$ cat src/rtl/fp32_p8.sv
// IEEE-754 binary32 to posit<8,0> converter, two-stage valid/ready pipeline.
// S1 registers the decoded fields and S2 registers the rounded posit8 with its flags.
module fp32_p8 (
  input  logic        clk,
  input  logic        rst,
  input  logic        in_valid,
  output logic        in_ready,
  input  logic [31:0] fp32,
  output logic        out_valid,
  input  logic        out_ready,
  output logic [7:0]  p8,
  output logic        inexact,
  output logic        sat
);

  localparam logic [1:0] C_ZERO    = 2'd0;
  localparam logic [1:0] C_DENORM  = 2'd1;
  localparam logic [1:0] C_SPECIAL = 2'd2;
  localparam logic [1:0] C_NORMAL  = 2'd3;

  logic              s1_v, s2_v, s2_ld;
  logic              s1_sign;
  logic signed [8:0] s1_k;
  logic [22:0]       s1_m;
  logic [1:0]        s1_cls;

  logic [1:0]        d_cls;
  logic signed [8:0] d_k;

  // Stage n loads when it is empty or its successor drains this cycle.
  assign s2_ld     = !s2_v || out_ready;
  assign in_ready  = !rst && (!s1_v || s2_ld);
  assign out_valid = s2_v;

  // ---------------- decode ----------------
  assign d_k = $signed({1'b0, fp32[30:23]}) - 9'sd127;

  always_comb begin
    d_cls = C_NORMAL;
    if (fp32[30:23] == 8'h00)
      d_cls = (fp32[22:0] == 23'd0) ? C_ZERO : C_DENORM;
    else if (fp32[30:23] == 8'hFF)
      d_cls = C_SPECIAL;
  end

  always_ff @(posedge clk or posedge rst) begin
    if (rst) begin
      s1_v    <= 1'b0;
      s1_sign <= 1'b0;
      s1_k    <= '0;
      s1_m    <= '0;
      s1_cls  <= C_ZERO;
    end else if (in_ready) begin
      s1_v <= in_valid;
      if (in_valid) begin
        s1_sign <= fp32[31];
        s1_k    <= d_k;
        s1_m    <= fp32[22:0];
        s1_cls  <= d_cls;
      end
    end
  end

  // ---------------- encode / round ----------------
  logic [2:0]  kk, nk, rl, sh;
  logic [6:0]  reg7, body;
  logic [29:0] wide;
  logic        guard, sticky;
  logic [7:0]  rnd;
  logic [7:0]  e_p8;
  logic        e_ix, e_sat, e_signed;

  // The regime is left-aligned in a 30-bit stream and the mantissa follows it;
  // the top 7 bits form the body, then guard, then sticky.
  always_comb begin
    kk   = s1_k[2:0];
    nk   = 3'd0 - kk;
    reg7 = '0;
    rl   = 3'd7;
    if (!s1_k[8]) begin
      if (kk == 3'd6) begin
        reg7 = 7'h7F;
        rl   = 3'd7;
      end else begin
        reg7 = ~(7'h7F >> (kk + 3'd1));
        rl   = kk + 3'd2;
      end
    end else begin
      reg7 = 7'h40 >> nk;
      rl   = nk + 3'd1;
    end
    sh     = 3'd7 - rl;
    wide   = {reg7, 23'd0} | ({7'd0, s1_m} << sh);
    guard  = wide[22];
    sticky = |wide[21:0];
    rnd    = {1'b0, wide[29:23]} + {7'd0, guard & (sticky | wide[23])};
  end

  always_comb begin
    body     = '0;
    e_ix     = 1'b0;
    e_sat    = 1'b0;
    e_signed = 1'b1;
    e_p8     = '0;
    case (s1_cls)
      C_ZERO: begin
        e_signed = 1'b0;
      end
      C_SPECIAL: begin
        e_signed = 1'b0;
        e_ix     = 1'b1;
      end
      C_DENORM: begin
        body  = 7'h01;
        e_ix  = 1'b1;
        e_sat = 1'b1;
      end
      default: begin
        if (s1_k < -9'sd6) begin
          body  = 7'h01;
          e_ix  = 1'b1;
          e_sat = 1'b1;
        end else if (s1_k > 9'sd6 || (s1_k == 9'sd6 && s1_m != 23'd0)) begin
          body  = 7'h7F;
          e_ix  = 1'b1;
          e_sat = 1'b1;
        end else if (rnd[7]) begin
          body  = 7'h7F;
          e_ix  = 1'b1;
          e_sat = 1'b1;
        end else begin
          body = rnd[6:0];
          e_ix = guard | sticky;
        end
      end
    endcase
    if (s1_cls == C_SPECIAL)
      e_p8 = 8'h80;
    else if (e_signed && s1_sign)
      e_p8 = ~{1'b0, body} + 8'd1;
    else
      e_p8 = {1'b0, body};
  end

  always_ff @(posedge clk or posedge rst) begin
    if (rst) begin
      s2_v    <= 1'b0;
      p8      <= 8'h00;
      inexact <= 1'b0;
      sat     <= 1'b0;
    end else if (s2_ld) begin
      s2_v <= s1_v;
      if (s1_v) begin
        p8      <= e_p8;
        inexact <= e_ix;
        sat     <= e_sat;
      end
    end
  end

endmodule

$ cat config.mk
export PLATFORM = sky130hd
export DESIGN_NAME = fp32_p8
export DESIGN_NICKNAME = d
export VERILOG_FILES = /design/src/rtl/fp32_p8.sv
export SDC_FILE = /design/constraint.sdc
export NUM_CORES = 1
export LEC_CHECK = 0
export CAP_MARGIN = 5
export CORE_UTILIZATION = 56
export DETAILED_ROUTE_END_ITERATION = 12
export GPL_TIMING_DRIVEN = 0
export PLACE_DENSITY_LB_ADDON = 0.2
export REMOVE_ABC_BUFFERS = 1
export SYNTH_ARGS = -nofsm -noshare
export SYNTH_HDL_FRONTEND = slang
export SYNTH_SLANG_ARGS = --single-unit
$ cat constraint.sdc
create_clock -name clk -period 5 [get_ports clk]
set_clock_uncertainty 0.15 [all_clocks]
set_input_delay 1 -clock clk [delete_from_list [all_inputs] [get_ports clk]]
set_output_delay 1 -clock clk [all_outputs]
set_load 0.02 [all_outputs]
==> impl_metrics.json <==
{
  "total_power_w": 0.00189,
  "hold_path.class": "flip-flop to flip-flop",
  "clockRootBuffer": "clkbuf_8",
  "async_reset_ff_share_pct": 100,
  "path_max_fanout": 9,
  "finalSetupTns_ps": 0,
  "finalHoldWorstSlack_ps": 342,
  "slowest_delay_ps": 510,
  "peakVddDrop_mv": 0.281,
  "dpl_cell_area_um2": 3970,
  "dpl.hpwl_um": 5960,
  "synth_seq_cells": 47,
  "cts-htree-levels": 2,
  "ant_nets": 0,
  "end_kind": "flip-flop",
  "start_kind": "flip-flop",
  "cts_sinks": 47,
  "avgRoutedWirePerCell_um": 15.9,
  "grt_pass1_wl_um": 13200,
  "rsz0062_at_grt": "false",
  "tightestPinTransition_ps": 854,
  "numCtsBuffers": 5,
  "start_util_pct": 58.1,
  "via_per_inst": 6.13,
  "yosysSeqAreaShare_pct": 34.0,
  "grt_overflow_total": 0,
  "clock_latency_ps": 300,
  "synth_most_common_cell": "dfrtp_1",
  "grt_pass1_vias": 2863,
  "clk_pin_slew_ps": 90,
  "r2r_slack_ps": 460,
  "crit_required_ps": 5050,
  "fmax_mhz": 220,
  "yosysWarnings": 0,
  "track_usage_pct": 26.1,
  "leakagePower_nw": 1.69,
  "antenna_found_initial": 0,
  "coreArea_um2": 5960,
  "crit_slowest_cell": "dfrtp_2",
  "rows": 28,
  "fin_area_um2": 4170,
  "fillCellCount": 467,
  "synth_area_leaders": "dfrtp_1 (34%), mux2_2 (8.8%), ha_1 (7.2%)",
  "critPathKind": "flip-flop to flip-flop",
  "antennaDiodeCount": 0,
  "r2r_end": "p8[4]",
  "cts_buffer_depth": 2,
  "yosys.area.top_type_share_pct": 34.0,
  "powerDensity_nw_per_um2": 453,
  "netlist_instances": 374,
  "top_level_ports": 48,
  "drt_iter0_drc": 260,
  "r2r_start": "s1_k[1]",
  "slew_headroom_pct": 42.8,
  "cp_common_cell": "ha_1",
  "max_cap_violations": 0,
  "path_cells": "inv_1 -> ha_1 -> xor2_2 -> ha_1 -> a22oi_2 -> nor2_1 -> a31o_2 -> a221oi_2 -> a21oi_1 -> ha_1 -> inv_1 -> a2111o_1 -> o21a_1 -> inv_1 -> o21ai_0 -> ha_1 -> nand2_1 -> o31ai_1 -> mux2i_1 -> a22o_1",
  "final.min_clock_period_ps": 4540,
  "slew_viol_final": 0,
  "portBuffers": 47,
  "die_x_um": 80.6,
  "setup_viol": 0,
  "synth_top_flop_cell": "dfrtp_1",
  "cts_tree": "done",
  "synthTopCellsByCount": "dfrtp_1 (47), nand2_1 (43), mux2_2 (27)",
  "vias": 3054,
  "die_y_um": 80.6,
  "gp_congestion": 0.895,
  "cp_top_family": "compound AO/OA/AOI/OAI gates",
  "detail_route.wirelength_um": 7900,
  "hold_depth": 2,
  "synth_edf_count": 0,
  "fin_crit_sh_pct": 90.7,
  "hold_buffers": 0,
  "syn_area_um2": 3460,
  "syn_to_final_growth_pct": 20.5,
  "layout.nets": 478,
  "synth_cell_types": 67,
  "hold_path_end": "p8[2]",
  "drc": 0,
  "die_area_um2": 6500,
  "dr.pass1.iters": 4,
  "grt_max_degree": 47,
  "syn_avg_cell_area_um2": 9.25,
  "layout-drive-gt1-share_pct": 18.7,
  "reg2reg_depth": 20,
  "cp.arrival_ps": 4590,
  "crit_buf_inv": 3,
  "hold_violations": 0,
  "min_from": "p8[2]",
  "status": "finished clean",
  "netlist.top_cell.by_area": "dfrtp_1"
}
[logic make-up (layout without fill, tap and decap cells)]
kind of cell / Yosys count / count (layout) / synth area share (%)
buf+inv: 30 / 79 / 4.20
flops: 47 / 47 / 34.0
fa+ha+maj: 20 / 20 / 7.23
mux: 32 / 32 / 10.4
compound gates: 102 / 102 / 21.5
xor+xnor: 12 / 12 / 3.26
simple gates: 131 / 131 / 19.5
[per-stage QoR]
step / cells / setup WS (ps) / utilization [%]
final: 498 / 463 / 70.0
after global placement: 484 / -386 / 66.3
after floorplan: 362 / 404 / -
after detailed placement: 485 / -427 / 66.6
after global routing: 498 / 40.5 / 70.0
after CTS: 494 / 93.7 / 69.0
[layout make-up]
class | instances | area [µm²] | share of cell area [%]
multi-input combinational | 297 | 2180 | 52.3
inverter | 18 | 71.3 | 1.71
timing repair buffer | 53 | 528 | 12.7
clock buffer | 5 | 68.8 | 1.65
clock inverter | 3 | 46.3 | 1.11
sequential | 47 | 1180 | 28.3
tap | 75 | 93.8 | 2.25
[tightest hold or removal path: stages (launching register included)]
cell	delay (ps)
dfrtp_1	360
nand2_1	50
o31ai_1	50
[placed cells by master (no fill, tap or decap), types with 5 or more instances in the layout]
cell type | netlist | layout
ha_1 | 20 | 18
a21oi_1 | 18 | 18
clkbuf_8 | 0 | 5
o211ai_1 | 5 | 5
inv_1 | 17 | 15
nor2b_1 | 5 | 5
dfrtp_1 | 47 | 44
nor4_1 | 10 | 10
clkdlybuf4s50_1 | 0 | 47
nand2_1 | 43 | 42
nor2_1 | 21 | 21
a31o_2 | 5 | 5
buf_4 | 2 | 5
nand3_1 | 15 | 15
xor2_1 | 7 | 7
mux2_2 | 27 | 27
o31ai_1 | 5 | 5
nand4_1 | 6 | 6
o21ai_0 | 22 | 22
a31oi_1 | 8 | 8
[report_power, final]
group	switching (W)	internal (W)
clock network	0.000134	0.000151
logic	0.000577	0.000456
registers	0.0000960	0.000477
total	0.000807	0.00108
[repair_timing]
action | 4_1_cts | 5_1_grt
gates cloned | 0 | 0
setup endpoints to repair | 7 | 7
pin swaps | 1 | 1
buffers inserted | 1 | 4
gates resized for setup | 5 | 7
endpoints found under the hold margin | 0 | 0
[state kept, by name (all words and copies together) (netlist names)]
| signal | flops |
|---|---|
| s1_cls | 2 |
| s1_m | 23 |
| s1_v | 1 |
| sat | 1 |
| out_valid | 1 |
| s1_sign | 1 |
| inexact | 1 |
| p8 | 8 |
| s1_k | 9 |
[routing by layer]
metal	GRT usage, %	share of wire (%)	up-vias
met4	7.68	1.6	0
met1	34.5	43	1456
met3	4.32	5.3	14
met2	43.6	50	98
met5	0	0	-
li1	-	-	1486
[worst max path at each step]
stage	from	endpoint	depth (start not counted)
2_1_floorplan	s1_k[0]	p8[4]	21
3_3_place_gp	s1_k[0]	p8[4]	21
3_5_place_dp	s1_k[0]	p8[4]	21
4_1_cts	s1_k[1]	p8[4]	20
5_1_grt	s1_k[0]	p8[4]	21
6_report	s1_k[1]	p8[4]	20
Power figures use the tool's default switching activity.
